<file path="src/rtl/vga_timing_pkg.sv">
// Shared constants and helpers for the parametrised video timing generator.
// The defaults describe 640x480@60 with a 2:1 pixel clock divide.
// Optional colour-bar test pattern: define VGA_TIMING_PAT_EN.
package vga_timing_pkg;

  localparam int DEF_CW         = 12;
  localparam int DEF_PIX_DIV    = 2;
  localparam int DEF_H_ACTIVE   = 640;
  localparam int DEF_H_FP       = 16;
  localparam int DEF_H_SYNC     = 96;
  localparam int DEF_H_BP       = 48;
  localparam int DEF_V_ACTIVE   = 480;
  localparam int DEF_V_FP       = 10;
  localparam int DEF_V_SYNC     = 2;
  localparam int DEF_V_BP       = 33;
  localparam int DEF_H_SYNC_POL = 0;
  localparam int DEF_V_SYNC_POL = 0;

  // Full period of one axis: active + front porch + sync + back porch.
  function automatic int calc_total(input int active, input int fp,
                                    input int sync, input int bp);
    return active + fp + sync + bp;
  endfunction

  // 4:4:4 colour of each of the eight vertical test bars, left to right.
  function automatic logic [11:0] bar_rgb(input logic [2:0] idx);
    logic [11:0] rgb;
    case (idx)
      3'd0:    rgb = 12'hFFF;  // white
      3'd1:    rgb = 12'hFF0;  // yellow
      3'd2:    rgb = 12'h0FF;  // cyan
      3'd3:    rgb = 12'h0F0;  // green
      3'd4:    rgb = 12'hF0F;  // magenta
      3'd5:    rgb = 12'hF00;  // red
      3'd6:    rgb = 12'h00F;  // blue
      3'd7:    rgb = 12'h000;  // black
      default: rgb = 12'h000;
    endcase
    return rgb;
  endfunction

endpackage

</file>
<file path="src/rtl/vga_axis_counter.sv">
// Wrapping position counter for one video axis. Advances on inc and returns
// to zero after TOTAL-1; wrap is high on the inc that performs that return,
// so the horizontal instance can drive the vertical instance's inc.
module vga_axis_counter
  import vga_timing_pkg::*;
#(
  parameter int CW    = DEF_CW,
  parameter int TOTAL = 800
) (
  input  logic          clk,
  input  logic          reset,
  input  logic          inc,
  output logic [CW-1:0] cnt,
  output logic          wrap
);

  localparam logic [CW-1:0] LAST_C = CW'(TOTAL - 1);
  localparam logic [CW-1:0] ONE_C  = CW'(1);

  logic [CW-1:0] cnt_r;

  // Flag the step that leaves the last position of the axis.
  always_comb begin
    wrap = 1'b0;
    if (inc && (cnt_r == LAST_C)) begin
      wrap = 1'b1;
    end else begin
      wrap = 1'b0;
    end
  end

  // Position register: step on inc, fold back to zero past the last position.
  always_ff @(posedge clk) begin
    if (!reset) begin
      cnt_r <= {CW{1'b0}};
    end else if (inc) begin
      if (cnt_r == LAST_C) begin
        cnt_r <= {CW{1'b0}};
      end else begin
        cnt_r <= cnt_r + ONE_C;
      end
    end else begin
      cnt_r <= cnt_r;
    end
  end

  assign cnt = cnt_r;

endmodule

</file>
<file path="src/rtl/vga_timing_gen.sv">
// Parametrised video timing generator. A pixel divider produces ticks; on each
// tick the h/v counters advance and every output register loads the decode of
// the pre-advance (h,v), so all outputs trail the counters by one tick and are
// aligned with each other. en_i low freezes everything; strobes fall to 0.
// Optional colour-bar test pattern on rgb_o: define VGA_TIMING_PAT_EN.
module vga_timing_gen
  import vga_timing_pkg::*;
#(
  parameter int CW         = DEF_CW,
  parameter int PIX_DIV    = DEF_PIX_DIV,
  parameter int H_ACTIVE   = DEF_H_ACTIVE,
  parameter int H_FP       = DEF_H_FP,
  parameter int H_SYNC     = DEF_H_SYNC,
  parameter int H_BP       = DEF_H_BP,
  parameter int V_ACTIVE   = DEF_V_ACTIVE,
  parameter int V_FP       = DEF_V_FP,
  parameter int V_SYNC     = DEF_V_SYNC,
  parameter int V_BP       = DEF_V_BP,
  parameter int H_SYNC_POL = DEF_H_SYNC_POL,
  parameter int V_SYNC_POL = DEF_V_SYNC_POL
) (
  input  logic          clk,
  input  logic          reset,
  input  logic          en_i,
  output logic          hsync,
  output logic          vsync,
  output logic [CW-1:0] x_o,
  output logic [CW-1:0] y_o,
  output logic          video_on,
  output logic          line_start_o,
  output logic          frame_start_o
`ifdef VGA_TIMING_PAT_EN
  ,
  output logic [11:0]   rgb_o
`endif
);

  localparam int H_TOTAL = calc_total(H_ACTIVE, H_FP, H_SYNC, H_BP);
  localparam int V_TOTAL = calc_total(V_ACTIVE, V_FP, V_SYNC, V_BP);
  localparam int DW      = (PIX_DIV > 1) ? $clog2(PIX_DIV) : 1;

  localparam logic [DW-1:0] DIV_LAST_C  = DW'(PIX_DIV - 1);
  localparam logic [DW-1:0] DIV_ONE_C   = DW'(1);
  localparam logic [CW-1:0] H_ACT_C     = CW'(H_ACTIVE);
  localparam logic [CW-1:0] V_ACT_C     = CW'(V_ACTIVE);
  localparam logic [CW-1:0] H_SYNC_LO_C = CW'(H_ACTIVE + H_FP);
  localparam logic [CW-1:0] H_SYNC_HI_C = CW'(H_ACTIVE + H_FP + H_SYNC - 1);
  localparam logic [CW-1:0] V_SYNC_LO_C = CW'(V_ACTIVE + V_FP);
  localparam logic [CW-1:0] V_SYNC_HI_C = CW'(V_ACTIVE + V_FP + V_SYNC - 1);
  localparam logic          H_POL_C     = (H_SYNC_POL != 0);
  localparam logic          V_POL_C     = (V_SYNC_POL != 0);

  // Reject modes that cannot be represented or make no sense.
  if (H_TOTAL > (2 ** CW) || V_TOTAL > (2 ** CW)) begin : g_err_total
    $error("vga_timing_gen: H_TOTAL or V_TOTAL exceeds 2**CW");
  end
  if (PIX_DIV < 1) begin : g_err_div
    $error("vga_timing_gen: PIX_DIV must be at least 1");
  end
  if (H_ACTIVE < 1 || H_FP < 1 || H_SYNC < 1 || H_BP < 1 ||
      V_ACTIVE < 1 || V_FP < 1 || V_SYNC < 1 || V_BP < 1) begin : g_err_region
    $error("vga_timing_gen: every region width must be non-zero");
  end

  logic [DW-1:0] div_r;
  logic          tick_s;
  logic [CW-1:0] h_s;
  logic [CW-1:0] v_s;
  logic          h_wrap_s;
  logic          unused_v_wrap_s;
  logic          vis_s;
  logic          hsync_s;
  logic          vsync_s;
  logic          h_zero_s;
  logic          v_zero_s;

  logic [CW-1:0] x_r;
  logic [CW-1:0] y_r;
  logic          hsync_r;
  logic          vsync_r;
  logic          video_on_r;
  logic          line_start_r;
  logic          frame_start_r;

  // Pixel tick on the enabled clock where the divider sits at zero.
  always_comb begin
    tick_s = 1'b0;
    if (en_i && (div_r == {DW{1'b0}})) begin
      tick_s = 1'b1;
    end else begin
      tick_s = 1'b0;
    end
  end

  // Pixel divider: cycles 0..PIX_DIV-1 only while enabled.
  always_ff @(posedge clk) begin
    if (!reset) begin
      div_r <= {DW{1'b0}};
    end else if (en_i) begin
      if (div_r == DIV_LAST_C) begin
        div_r <= {DW{1'b0}};
      end else begin
        div_r <= div_r + DIV_ONE_C;
      end
    end else begin
      div_r <= div_r;
    end
  end

  vga_axis_counter #(.CW(CW), .TOTAL(H_TOTAL)) u_h_cnt (
    .clk   (clk),
    .reset (reset),
    .inc   (tick_s),
    .cnt   (h_s),
    .wrap  (h_wrap_s)
  );

  vga_axis_counter #(.CW(CW), .TOTAL(V_TOTAL)) u_v_cnt (
    .clk   (clk),
    .reset (reset),
    .inc   (h_wrap_s),
    .cnt   (v_s),
    .wrap  (unused_v_wrap_s)
  );

  // Region decode of the current counter position.
  always_comb begin
    vis_s    = 1'b0;
    hsync_s  = ~H_POL_C;
    vsync_s  = ~V_POL_C;
    h_zero_s = (h_s == {CW{1'b0}});
    v_zero_s = (v_s == {CW{1'b0}});
    if ((h_s < H_ACT_C) && (v_s < V_ACT_C)) begin
      vis_s = 1'b1;
    end else begin
      vis_s = 1'b0;
    end
    if ((h_s >= H_SYNC_LO_C) && (h_s <= H_SYNC_HI_C)) begin
      hsync_s = H_POL_C;
    end else begin
      hsync_s = ~H_POL_C;
    end
    if ((v_s >= V_SYNC_LO_C) && (v_s <= V_SYNC_HI_C)) begin
      vsync_s = V_POL_C;
    end else begin
      vsync_s = ~V_POL_C;
    end
  end

  // Output registers: load on tick, hold otherwise; strobes last one clock.
  always_ff @(posedge clk) begin
    if (!reset) begin
      x_r           <= {CW{1'b0}};
      y_r           <= {CW{1'b0}};
      video_on_r    <= 1'b0;
      hsync_r       <= ~H_POL_C;
      vsync_r       <= ~V_POL_C;
      line_start_r  <= 1'b0;
      frame_start_r <= 1'b0;
    end else if (tick_s) begin
      x_r           <= h_s;
      y_r           <= v_s;
      video_on_r    <= vis_s;
      hsync_r       <= hsync_s;
      vsync_r       <= vsync_s;
      line_start_r  <= h_zero_s;
      frame_start_r <= h_zero_s && v_zero_s;
    end else begin
      line_start_r  <= 1'b0;
      frame_start_r <= 1'b0;
    end
  end

  assign x_o           = x_r;
  assign y_o           = y_r;
  assign video_on      = video_on_r;
  assign hsync         = hsync_r;
  assign vsync         = vsync_r;
  assign line_start_o  = line_start_r;
  assign frame_start_o = frame_start_r;

`ifdef VGA_TIMING_PAT_EN
  // The incremental bar step needs at most one carry per pixel.
  if (H_ACTIVE < 8) begin : g_err_pat
    $error("vga_timing_gen: test pattern needs H_ACTIVE >= 8");
  end

  localparam int            AW           = CW + 4;
  localparam logic [AW-1:0] ACC_STEP_C   = AW'(8);
  localparam logic [AW-1:0] ACC_MOD_C    = AW'(H_ACTIVE);
  localparam logic [CW-1:0] H_ACT_LAST_C = CW'(H_ACTIVE - 1);

  logic [AW-1:0] acc_r;
  logic [AW-1:0] acc_sum_s;
  logic [2:0]    bar_r;
  logic [11:0]   rgb_r;

  // acc_r holds (h*8) mod H_ACTIVE; bar_r holds floor(h*8/H_ACTIVE).
  always_comb begin
    acc_sum_s = acc_r + ACC_STEP_C;
  end

  // Bar tracker follows h: cleared when h returns to 0, frozen past active.
  always_ff @(posedge clk) begin
    if (!reset) begin
      acc_r <= {AW{1'b0}};
      bar_r <= 3'd0;
    end else if (tick_s) begin
      if (h_wrap_s) begin
        acc_r <= {AW{1'b0}};
        bar_r <= 3'd0;
      end else if (h_s < H_ACT_LAST_C) begin
        if (acc_sum_s >= ACC_MOD_C) begin
          acc_r <= acc_sum_s - ACC_MOD_C;
          bar_r <= bar_r + 3'd1;
        end else begin
          acc_r <= acc_sum_s;
          bar_r <= bar_r;
        end
      end else begin
        acc_r <= acc_r;
        bar_r <= bar_r;
      end
    end else begin
      acc_r <= acc_r;
      bar_r <= bar_r;
    end
  end

  // Pattern colour, loaded alongside video_on and blanked outside active.
  always_ff @(posedge clk) begin
    if (!reset) begin
      rgb_r <= 12'h000;
    end else if (tick_s) begin
      if (vis_s) begin
        rgb_r <= bar_rgb(bar_r);
      end else begin
        rgb_r <= 12'h000;
      end
    end else begin
      rgb_r <= rgb_r;
    end
  end

  assign rgb_o = rgb_r;
`endif

endmodule

</file>
<file path="config.mk">
export PLATFORM = sky130hd
export DESIGN_NAME = vga_timing_gen
export DESIGN_NICKNAME = d
export VERILOG_FILES = /design/src/rtl/vga_timing_pkg.sv /design/src/rtl/vga_axis_counter.sv /design/src/rtl/vga_timing_gen.sv
export SDC_FILE = /design/constraint.sdc
export NUM_CORES = 1
export LEC_CHECK = 0
export ABC_AREA = 1
export CORE_MARGIN = 2
export CORE_UTILIZATION = 40
export CTS_CLUSTER_DIAMETER = 150
export DETAILED_ROUTE_END_ITERATION = 7
export GPL_ROUTABILITY_DRIVEN = 0
export HOLD_SLACK_MARGIN = 0.03
export SYNTH_ARGS = -nofsm -noshare
export SYNTH_HDL_FRONTEND = slang
export SYNTH_SLANG_ARGS = --single-unit
</file>
<file path="constraint.sdc">
create_clock -name clk -period 1.63 [get_ports clk]
set_clock_uncertainty 0.1 [all_clocks]
set_input_delay 0.326 -clock clk [delete_from_list [all_inputs] [get_ports clk]]
set_output_delay 0.326 -clock clk [all_outputs]
set_load 0.005 [all_outputs]
</file>
* Yosys cells after proc, flatten, opt, wreduce, memory -nomap -nowiden *
Index checks and enable logic that the tools add are counted.

word-level totals
  register bits after elaboration = 54
  bits of input ports = 3
  output and inout port bits = 29
  logic and storage cells = 39

operators by class
  add/sub/neg operators = 3
  $lt $le $gt $ge = 6
  equal/unequal tests = 2
  mux-type cells = 8
  bitwise logic cells = 1
  reductions and logical operators = 9

operators by type and width
  operator               count
  $add 12x1->12 const B  2
  $eq 12x10->1 const B   2
  $logic_not 12->1       2
  $mux 12                2
  $ge 12x10->1 const B   1
  $ge 12x9->1 const B    1
  $le 12x10->1 const B   1
  $le 12x9->1 const B    1
  $lt 12x10->1 const B   1
  $lt 12x9->1 const B    1
  $logic_and 1x1->1      6
  $mux 1                 6
  $reduce_and 2->1       1
  $add 1x1->1 const B    1
  $not 1->1              1

* Depth between registers and ports, before layout *
Gate-level depths: netlist of run 1.

  depth in word-level cells = 5
  gate-level depth with buffers = 9
  gate-level depth less buffers = 9

* Modules after synthesis *
A second synthesis of run 1 with hierarchy kept.

second synthesis, totals
  cells, all modules = 332
  area, all modules = 2421.1 um^2

modules (own cells, without submodules)
  module                       times used  cells an instance  area each (um^2)  seq. area each (um^2)
  vga_timing_gen               1           155                1167.4            600.6
  vga_axis_counter at u_v_cnt  1           97                 666.9             240.2
  vga_axis_counter at u_h_cnt  1           80                 586.8             240.2

* Worst setup path after synthesis of run 1 *
No wires, ideal clock.

  path type = flip-flop to flip-flop
  start point = reg u_h_cnt.cnt_r[0], in the netlist u_h_cnt.cnt[0]
  end point = reg u_v_cnt.cnt_r[1], in the netlist u_v_cnt.cnt[1]
  setup time = 56 ps
  arrival time = 1234 ps
  required time = 1474 ps
  slack = 240 ps
  stages on the path, launching flop included = 10
  path buffers = 0
  clock period less this slack = 1390 ps
  path through = dfxtp_1 -> ha_1 -> nand3_2 -> inv_2 -> nand3_2 -> nor2_4 -> nand3_1 -> o21ai_1 -> nand2_1 -> inv_1

between the ends
  longest elaborated chain between the ends = 3

ends and longest elaborated chain
  what                      RTL line                RTL
  start: declaration        vga_axis_counter.sv:20  logic [CW-1:0] cnt_r;
  start signal: assignment  vga_axis_counter.sv:35  cnt_r <= {CW{1'b0}};
  start signal: assignment  vga_axis_counter.sv:38  cnt_r <= {CW{1'b0}};
  start signal: assignment  vga_axis_counter.sv:40  cnt_r <= cnt_r + ONE_C;
  $eq 12x10->1              vga_axis_counter.sv:25  if (inc && (cnt_r == LAST_C)) begin
  $logic_and 1x1->1         vga_axis_counter.sv:25
  $mux 1                    vga_axis_counter.sv:25
  end signal: assignment    vga_axis_counter.sv:35
  end signal: assignment    vga_axis_counter.sv:38
  end signal: assignment    vga_axis_counter.sv:40
  end: declaration          vga_axis_counter.sv:20

Every way passes these cells.
A chain may end at the register's enable or synchronous reset.

* Worst setup path after layout of run 1 *
  start point = reg vsync_r, in the netlist vsync
  end point = out vsync

RTL lines
  what                      RTL line               RTL
  start: declaration        vga_timing_gen.sv:80   logic vsync_r;
  start signal: assignment  vga_timing_gen.sv:157  vsync_r <= ~V_POL_C;
  start signal: assignment  vga_timing_gen.sv:165  vsync_r <= vsync_s;
  end: declaration          vga_timing_gen.sv:26   output logic vsync,

No word-level cell between the ends.

==> metrics list, run 1 <==
- The worst path meets setup with 0.04061 ns of slack.
- Each instance of the synthesized netlist takes up on average 7.342 µm².
* Synthesis-to-layout area growth: 27.54%
- Cell depth of the worst setup path: 1
* Worst R2R Path Depth: 7
- Leakage power total: between 1 and 1.5 nW
* Data required, critical path: 1.20 ns
- Final worst path period need: 1.589 ns
- Cell class contributing the biggest share of worst-path delay: buffers and inverters
- Critical Path Sink Type: output port
* Total via count in the routed design: 2366
* Routed WL per cell: 13.30 µm
- Synthesis produced a netlist with a net count of 348.
- 0 antenna diodes ended up in the layout.
- Max-cap violations in this run came to 0.
- Based on the critical path, the design can be clocked at up to approximately 630 MHz.
* Clock Pin Slew Worst Setup and Hold Paths: 0.10 ns
* Remaining global-route overflow: 0
* Power density over the cells: ~810 nW/µm²
- Count of buffering cells on the critical path with inverters included: 1
- Proportion of total power due to net switching: 0.2368
- Share of layout cells above drive strength 1: 0.1912
- Among all flip-flop cells after synthesis, the most frequent one is dfxtp_1.
- On the final layout, the worst hold slack is 0.3731 ns.
- The internal power of the cells totals 0.001980 W.
- Maximum level of the CTS H-tree: 2
- Power dissipated by switching net loads: 0.0006144 W
- Setup violations remaining at the end of the flow were counted as 0.
- Power share of the combinational group: 0.102
- Maximum vdd drop: 0.3520 mV
- The root buffer cell chosen for the clock tree is clkbuf_8.
- Final Hold Viols: 0
- Gate count after technology mapping: roughly 340
* Number of instances on the worst hold path: 2
- DPL Wire Length: 4547 µm
- First-iteration detailed-routing DRC count: 130
* Final wirelength: 6146 µm
* Fraction of the yosys area taken by sequential cells: 0.4318
- Maximum fanout along the worst path: 2
* Area enclosed by the die boundary: 6908 µm²
- Setup repair after global routing missed its margin: true
- The worst pin sits at a relative slew slack of 0.7307.
- Flop pwr share: 0.539
- Starting density of the core: 0.4179
- Number of clock buffers inserted by TritonCTS: 5
- In this run the cell area of the synthesized design comes to between 2000 and 3000 µm².
- In this run the horizontal extent of the chip is 83.12 µm.
- Clock group share of total power: 0.359
* Port Buf Inserts: 31
* Slew at the pin closest to its max-slew limit: 0.4035 ns
* Number of flip-flops and latches in the synthesized netlist: 54
* Number of optimization iterations in the first detailed-route pass: 4
- Number of global-route vias before repair: between 2000 and 2500
- Clock Tree Buf Depth: 2
- STA puts the critical path data arrival time at between 1 and 1.5 ns.
* Class of the most critical setup path: reg -> out
- For this design, the CTS-stage hold fixing added 0 buffers.
- CTS Sinks: between 50 and 60
- In the global route stage, overall resource usage came out at 0.1757.
* Post-placement setup slack: -0.2346 ns
* Slew Viols, Final: 0
- In this run the vertical extent of the chip is about 83 µm.
- Worst path slowest cell: clkdlybuf4s50_1
- Counting distinct cell types in the post-synthesis netlist gives 28.
- After the last flow step, the layout net total stands at between 300 and 400.
* Kind of launch point of the worst setup path: flop
* Share of the clock period used by the worst path after layout: 0.9751
- During synthesis, Yosys emitted a total of 0 warnings.
- Pin count of the biggest net entering global routing: 40
- First-pass GRT wire length: 10050 µm
- Count of flip-flops with a built-in enable after synthesis: 0
- Antenna violations before repair: 0
* Run status: completed
* Average vias per placed instance: 5.121
* Worst skew pair latency: 0.32 ns
- Clock tree from TritonCTS: done
- Cell chain of the critical path: clkdlybuf4s50_1
* Min-delay worst type: reg -> reg
- For this design the top-level I/O count stands at 32.
- On the worst path, the slowest cell contributes a delay of ~0.50 ns.
* Proportion of register bits with asynchronous set or reset after synthesis: 0
- The detail route stage leaves a number of antenna-violating nets equal to 0.
* Post-detailed-route DRC marker count: 0
- Total number of placement rows: 28
- After floorplanning, the core was sized to cover approximately 6000 µm².
==> logic make-up (layout without fill, tap and decap cells) <==
family,count (synthesis),after routing,share of synthesized area
buffers and inverters,50,96,0.08145
AND/OR/NAND/NOR,162,162,0.3103
flip-flops,54,54,0.4318
adder cells (fa/ha/maj),4,4,0.01999
AO/OA/AOI/OAI,63,63,0.1284
XOR/XNOR,8,8,0.02799
==> cells in the final DEF, fill, tap and decap left out, types with 9 or more instances in the layout <==
master and instances:
nand2_1 55, nand4_1 9, nor3_1 10, o21ai_0 24, dfxtp_1 41, a21oi_1 32, clkdlybuf4s50_1 29, nand3_1 22
nor2_1 41, inv_1 29, dfxtp_2 13, buf_4 19
==> worst paths after layout <==
| check | startpoint | to | slack, ns |
|---|---|---|---|
| setup / recovery | vsync | vsync | 0.04 |
| hold / removal | x_o[4] | x_o[4] | 0.37 |
| setup reg to reg | u_h_cnt.cnt[0] | u_v_cnt.cnt[4] | 0.05 |
| hold reg to reg | x_o[4] | x_o[4] | 0.37 |
==> cell usage after synthesis, types with 4 or more instances <==
cell | instances | area [µm²]
clkbuf_1 | 4 | 15.01
xor2_1 | 8 | 70.07
buf_2 | 7 | 35.03
nor2_1 | 43 | 161.4
ha_1 | 4 | 50.05
inv_2 | 8 | 30.03
nand2_1 | 55 | 206.5
nand3_1 | 23 | 115.1
a21oi_1 | 33 | 165.2
nand3_2 | 4 | 40.04
dfxtp_1 | 54 | 1081
inv_1 | 29 | 108.9
nor3_1 | 12 | 60.06
nand2_2 | 4 | 25.02
nand4_1 | 9 | 56.30
o21ai_0 | 24 | 120.1
==> power by group through the flow <==
stage	Sequential (W)	Combinational [W]	Clock, W
CTS	0.00140	0.000265	0.000965
global placement	0.00143	0.000261	0
global route	0.00140	0.000291	0.000999
finish	0.00140	0.000265	0.000932
floorplan	0.00143	0.000118	0
detailed placement	0.00143	0.000263	0
==> metrics by stage <==
step                      power (W)  setup TNS [ns]    util  instances  area (µm²)
after floorplan            0.001547               0       -        341        2504
after global placement     0.001687          -5.739  0.4992        452        2990
after detailed placement   0.001689          -6.330  0.4992        452        2990
after CTS                  0.002627               0  0.5188        460        3108
after global routing       0.002694        -0.07897  0.5330        462        3193
final                      0.002595               0  0.5330        462        3193
==> area by class of cell <==
cell class              instances  area, µm²
clock buffers                   5      68.82
clock inverters                 3      47.55
fillers                       580       2798
inverters                      37      141.4
multi-input cells             237       1266
flip-flops and latches         54       1097
well taps                      75      93.84
repair buffers                 51      478.0
==> flip-flops by register name (all words and copies together), names as in the netlist <==
| register | cells |
|---|---|
| div_r | 1 |
| frame_start_o | 1 |
| u_h_cnt.cnt | 12 |
| y_o | 12 |
| u_v_cnt.cnt | 12 |
| video_on | 1 |
| vsync | 1 |
| x_o | 12 |
| line_start_o | 1 |
| hsync | 1 |
==> layer usage <==
metal	global-route usage	wire, µm	part of all wire
met4	0.04471	52	0.0085
met2	0.2478	2543	0.41
met3	0.03479	320	0.052
met1	0.2713	3229	0.53
met5	0	0	0
==> timing repair <==
item / CTS / global route
gates resized for setup: 1 / 25
endpoints found under the setup margin: 1 / 24
hold endpoints to repair: 0 / 0
setup buffers: 0 / 2
pin swaps: 0 / 3
(Power assumes the default switching activity.)
==> run 2: changes to the inputs <==
CORE_UTILIZATION = 55   (was 40)
PLACE_DENSITY = 0.79   (was not set)
==> metrics list, run 2 (synthesized netlist as in run 1, its figures left out) <==
- The run finished with clean final reports.
- Cell class contributing the biggest share of worst-path delay: buffers and inverters
* First-iteration detailed-routing DRC count: about 150
- Setup total negative slack: 0 ns
* Area enclosed by the die boundary: about 5000 µm²
- Across the run, the number of max-cap violations was 0.
- In this run the tool buffered the top-level ports with 31 buffer cells.
- The worst setup path is launched from a flop.
* Starting density of the core: 0.5711
* All-Layer GR Usage: 0.2509
* DPL Wire Length: about 4300 µm
* Clock Pin Slew Worst Setup and Hold Paths: roughly 0.1 ns
- Cell chain of the critical path: clkdlybuf4s50_1
* Post-placement setup slack: -0.2208 ns
- CTS Sinks: 54
- Share of the clock period used by the worst path after layout: 0.9779
- Synthesis-to-layout area growth: 24.74%
- Data arrives at the worst endpoint at 1.17 ns.
- The die is between 70 and 80 µm tall.
* Commonest non-fill, non-tap cells in the layout: nand2_1, dfxtp_1, nor2_1, a21oi_1, clkdlybuf4s50_1
* Clock tree root buffer cell: clkbuf_8
* Critical Path Sink Type: output port
* Highest achievable clock rate: roughly 630 MHz
- The detailed router placed 2395 vias in this run.
- The initial antenna violation count came to 0.
- Clock latency on the worst-skew pair, taken at its later pin, is 0.31 ns.
- In this run the static leakage power is between 1 and 1.5 nW.
- IR analysis of the VDD net gives a maximum drop of approximately 0.61 mV.
- The H-tree was split into 2 levels.
- Antenna diode count: 0
* Post-detailed-route DRC marker count: 0
* Data required, critical path: 1.20 ns
* Final worst path period need: 1.594 ns
* Pin count of the biggest net entering global routing: 40
- The setup path with the least slack is of type reg -> out.
- The die is 71.47 µm wide.
- Total number of placement rows: 24
* Hold bufs inserted after CTS: 0
- Power density over the cells: 825.3 nW/µm²
* Count of buffering cells on the critical path with inverters included: 1
- In the final routed layout, each cell accounts on average for 14.04 µm.
* Number of optimization iterations in the first detailed-route pass: 5
* Slew at the pin closest to its max-slew limit: 0.4026 ns
* Final WS setup: roughly 0.036 ns
* Core outline area: 4384 µm²
* Final Hold Viols: 0
- The via count of the first global-routing pass is 2239.
- In the routed layout, each cell is associated on average with a via count of ~5.5.
- During I/O placement, the number of pins put on the boundary was 32.
- The slowest stage of the critical path belongs to the cell clkdlybuf4s50_1.
- In the final layout, the share of cells above drive strength 1 is 0.1684.
- For this run, the share of the core covered by cells in the final layout is 0.7123.
- First-pass GRT wire length: 10290 µm
* Post-Route Hold Slack: around 0.29 ns
- Fill cells in the final layout number ~350.
* Number of nets in the final layout: 392
* Clock tree from TritonCTS: done
- Once placement finished, the instance area stood at 2949 µm².
- The number of pins with negative max-slew slack in the final report came to 0.
* Clock Tree Buf Depth: 2
- Min-delay worst type: in -> reg
- Summed over all layers, the global routing overflow is 0.
- Number of clock buffers inserted by TritonCTS: 5
* Final wirelength: 6150 µm
- Final setup vio count: 0
- Post-Layout Inst Area: 3123 µm²
- In this run the tightest slew margin relative to its limit is 0.7291.
- The library cell used most frequently in the layout, excluding fill and tap cells, is nand2_1.
- CP peak stage delay: 0.50 ns
- The detail route stage leaves a number of antenna-violating nets equal to 0.
* Maximum fanout along the worst path: 2
[run 2: timing repair]
| item | in CTS | in global routing |
|---|---|---|
| endpoints found under the setup margin | 3 | 19 |
| pin swaps | 1 | 1 |
| resized for setup | 3 | 17 |
| gates cloned | 0 | 0 |
| buffers inserted | 0 | 1 |
[run 2: final cells by class]
cell class | count | area, µm² | share of cell area
Sequential cell | 54 | 1094 | 0.3502
Clock buffer | 6 | 72.57 | 0.02324
Inverter | 37 | 141.4 | 0.04527
Clock inverter | 2 | 37.54 | 0.01202
Multi-Input combinational cell | 237 | 1251 | 0.4006
Tap cell | 52 | 65.06 | 0.02083
Timing Repair Buffer | 50 | 461.7 | 0.1478
[run 2: metrics by stage]
stage,total power (W),std cells
5_1_grt,0.002665,438
4_1_cts,0.002579,437
3_3_place_gp,0.001687,429
3_5_place_dp,0.001693,429
6_report,0.002577,438
2_1_floorplan,0.001547,341
[run 2: where the power goes]
group          total [W]  switching, W  internal, W
logic           0.000271      0.000126     0.000145
clock network   0.000906      0.000448     0.000459
registers        0.00140     0.0000277      0.00137
[run 2: layer usage]
| layer | wire (µm) | GRT usage |
|---|---|---|
| met5 | 0 | 0 |
| met2 | 2683 | 0.3837 |
| met1 | 2913 | 0.3515 |
| met4 | 142 | 0.09434 |
| met3 | 410 | 0.05063 |
[run 2: final timing paths]
check,start,endpoint,slack (ns),cells after the start
setup / recovery,video_on,video_on,0.04,1
setup reg to reg,u_h_cnt.cnt[2],u_h_cnt.cnt[9],0.09,5
hold / removal,en_i,div_r,0.29,4
hold reg to reg,x_o[3],x_o[3],0.37,2
==> run 3: changes to the inputs <==
CORE_UTILIZATION = 50   (was 55)
PLACE_DENSITY = 0.73   (was 0.79)
==> metrics list, run 3 (synthesized netlist as in run 1, its figures left out) <==
- The largest single stage delay on the critical path is ~0.5 ns.
- During I/O placement, the number of pins put on the boundary was 32.
- The critical path goes through clkdlybuf4s50_1.
- Average vias per placed instance: roughly 5.3
- Worst path slowest cell: clkdlybuf4s50_1
* Antenna violations before repair: 0
- Setup total negative slack: 0 ns
- Number of clock buffers inserted by TritonCTS: 5
- The die is around 75 µm tall.
* Pin count of the biggest net entering global routing: 40
- For the pin with the worst max-slew slack, the measured transition is 0.4209 ns.
* Number of nets in the final layout: 391
- Final worst path period need: 1.588 ns
* Worst skew pair latency: between 0.3 and 0.4 ns
* Final antenna-violating net count: 0
- Post-Route Hold Slack: 0.2923 ns
- Timing would allow up to 629.9 MHz.
- TritonCTS built the clock tree.
- Final WS setup: between 0.04 and 0.05 ns
- Cell class contributing the biggest share of worst-path delay: buffers and inverters
- The worst-case IR drop observed on VDD is 0.3703 mV.
- Kind of launch point of the worst setup path: flop
- Core outline area: about 4800 µm²
* Count of buffering cells on the critical path with inverters included: 1
- Relative to the synthesized area, the layout overhead comes to 26.34%.
- Leaving out fill and tap cells, the most frequent cell in the layout is nand2_1.
* Clock tree root buffer cell: clkbuf_8
- The initial utilization of the core area, before any placement, comes to 0.5231.
- Final Hold Viols: 0
- Fill cells in the final layout number ~440.
* Total via count in the routed design: approximately 2400
- The worst setup path is captured at an output port.
- The floorplan step set the die width to 74.76 µm.
- The die covers approximately 5600 µm².
* All-Layer GR Usage: 0.2281
- For this run, the detailed router's first-pass iteration total came to 4.
* Data required, critical path: around 1.2 ns
- CTS Sinks: 54
- Post-placement setup slack: -0.2273 ns
* Port Buf Inserts: 31
* Maximum level of the CTS H-tree: 2
- Clock Pin Slew Worst Setup and Hold Paths: 0.09 ns
- The tightest min-delay check is of the in -> reg type.
- Final wirelength: 6055 µm
* # Max-Cap Violations: 0
- The via count of the first global-routing pass is 2086.
- Antenna diode count: 0
- Leaving out fill and tap cells, the most frequent cells in the layout are nand2_1, dfxtp_1, nor2_1, a21oi_1, inv_1.
* Clock Tree Buf Depth: 2
- For this run the aggregate overflow at the end of global routing stands at 0.
* Total number of placement rows: 25
- Leakage power total: 1.226 nW
- First-iteration detailed-routing DRC count: 190
- Setup violations remaining at the end of the flow were counted as 0.
- The critical path is of the reg -> out type.
- Arrival time at the worst endpoint: 1.16 ns
* Minimum setup slack among reg-to-reg paths: 0.11 ns
- Slew Viols, Final: 0
- Post-detailed-route DRC marker count: 0
* Share of layout cells above drive strength 1: 0.1740
- Detailed placement ended at an HPWL of between 4000 and 5000 µm.
- For this design the ratio of total power to cell area is just over 800 nW/µm².
- Share of the clock period used by the worst path after layout: 0.9740
- First-pass GRT wire length: 9701 µm
* Max_slew headroom: 0.7168
- Run status: completed
* Routed WL per cell: about 13 µm
* Maximum fanout along the worst path: 2
## run 3: cell type report
| cell class | count | area (µm²) | share of cell area |
|---|---|---|---|
| clock buffer | 7 | 76.32 | 0.02413 |
| clock inverter | 1 | 30.03 | 0.009494 |
| inverter | 37 | 141.4 | 0.04470 |
| multi-input combinational | 237 | 1270 | 0.4015 |
| sequential | 54 | 1096 | 0.3465 |
| tap | 67 | 83.83 | 0.02650 |
| timing repair buffer | 49 | 465.4 | 0.1472 |
## run 3: repair_timing
action	4_1_cts	5_1_grt
hold buffers	0	0
gates resized for setup	0	25
endpoints found under the setup margin	0	20
buffers inserted	0	2
hold endpoints to repair	0	0
## run 3: metal layers
layer	track usage	vias up	wire, µm
met5	0	-	0
met4	0.08730	0	101
met3	0.04418	10	387
met2	0.3373	82	2563
met1	0.3295	1101	3004
li1	-	1201	-
## run 3: metrics by stage
stage / power [W] / util / cells / cell area (µm²)
final: 0.002550 / 0.6609 / 452 / 3163
after global placement: 0.001688 / 0.6196 / 442 / 2965
after CTS: 0.002566 / 0.6418 / 450 / 3072
after detailed placement: 0.001693 / 0.6196 / 442 / 2965
after global routing: 0.002652 / 0.6609 / 452 / 3163
after floorplan: 0.001547 / - / 341 / 2504
## run 3: worst min-delay path, cell delays in order
cell and delay (ns):
dlymetal6s2s_1 0.15, nor2_1 0.06, nor2_1 0.09, nor2_1 0.04
## run 3: power breakdown
part	switching, W	total, W	internal [W]
clock network	0.000423	0.000883	0.000460
registers	0.0000270	0.00140	0.00137
logic	0.000125	0.000268	0.000143
total	0.000575	0.00255	0.00197
## run 3: worst paths after layout
kind                            cells after the start             from              to
worst max register to register                      7  u_h_cnt.cnt[10]  u_v_cnt.cnt[4]
worst min register to register                      2           x_o[3]          x_o[3]
worst min-delay path                                4             en_i           div_r
worst max-delay path                                1          x_o[10]         x_o[10]
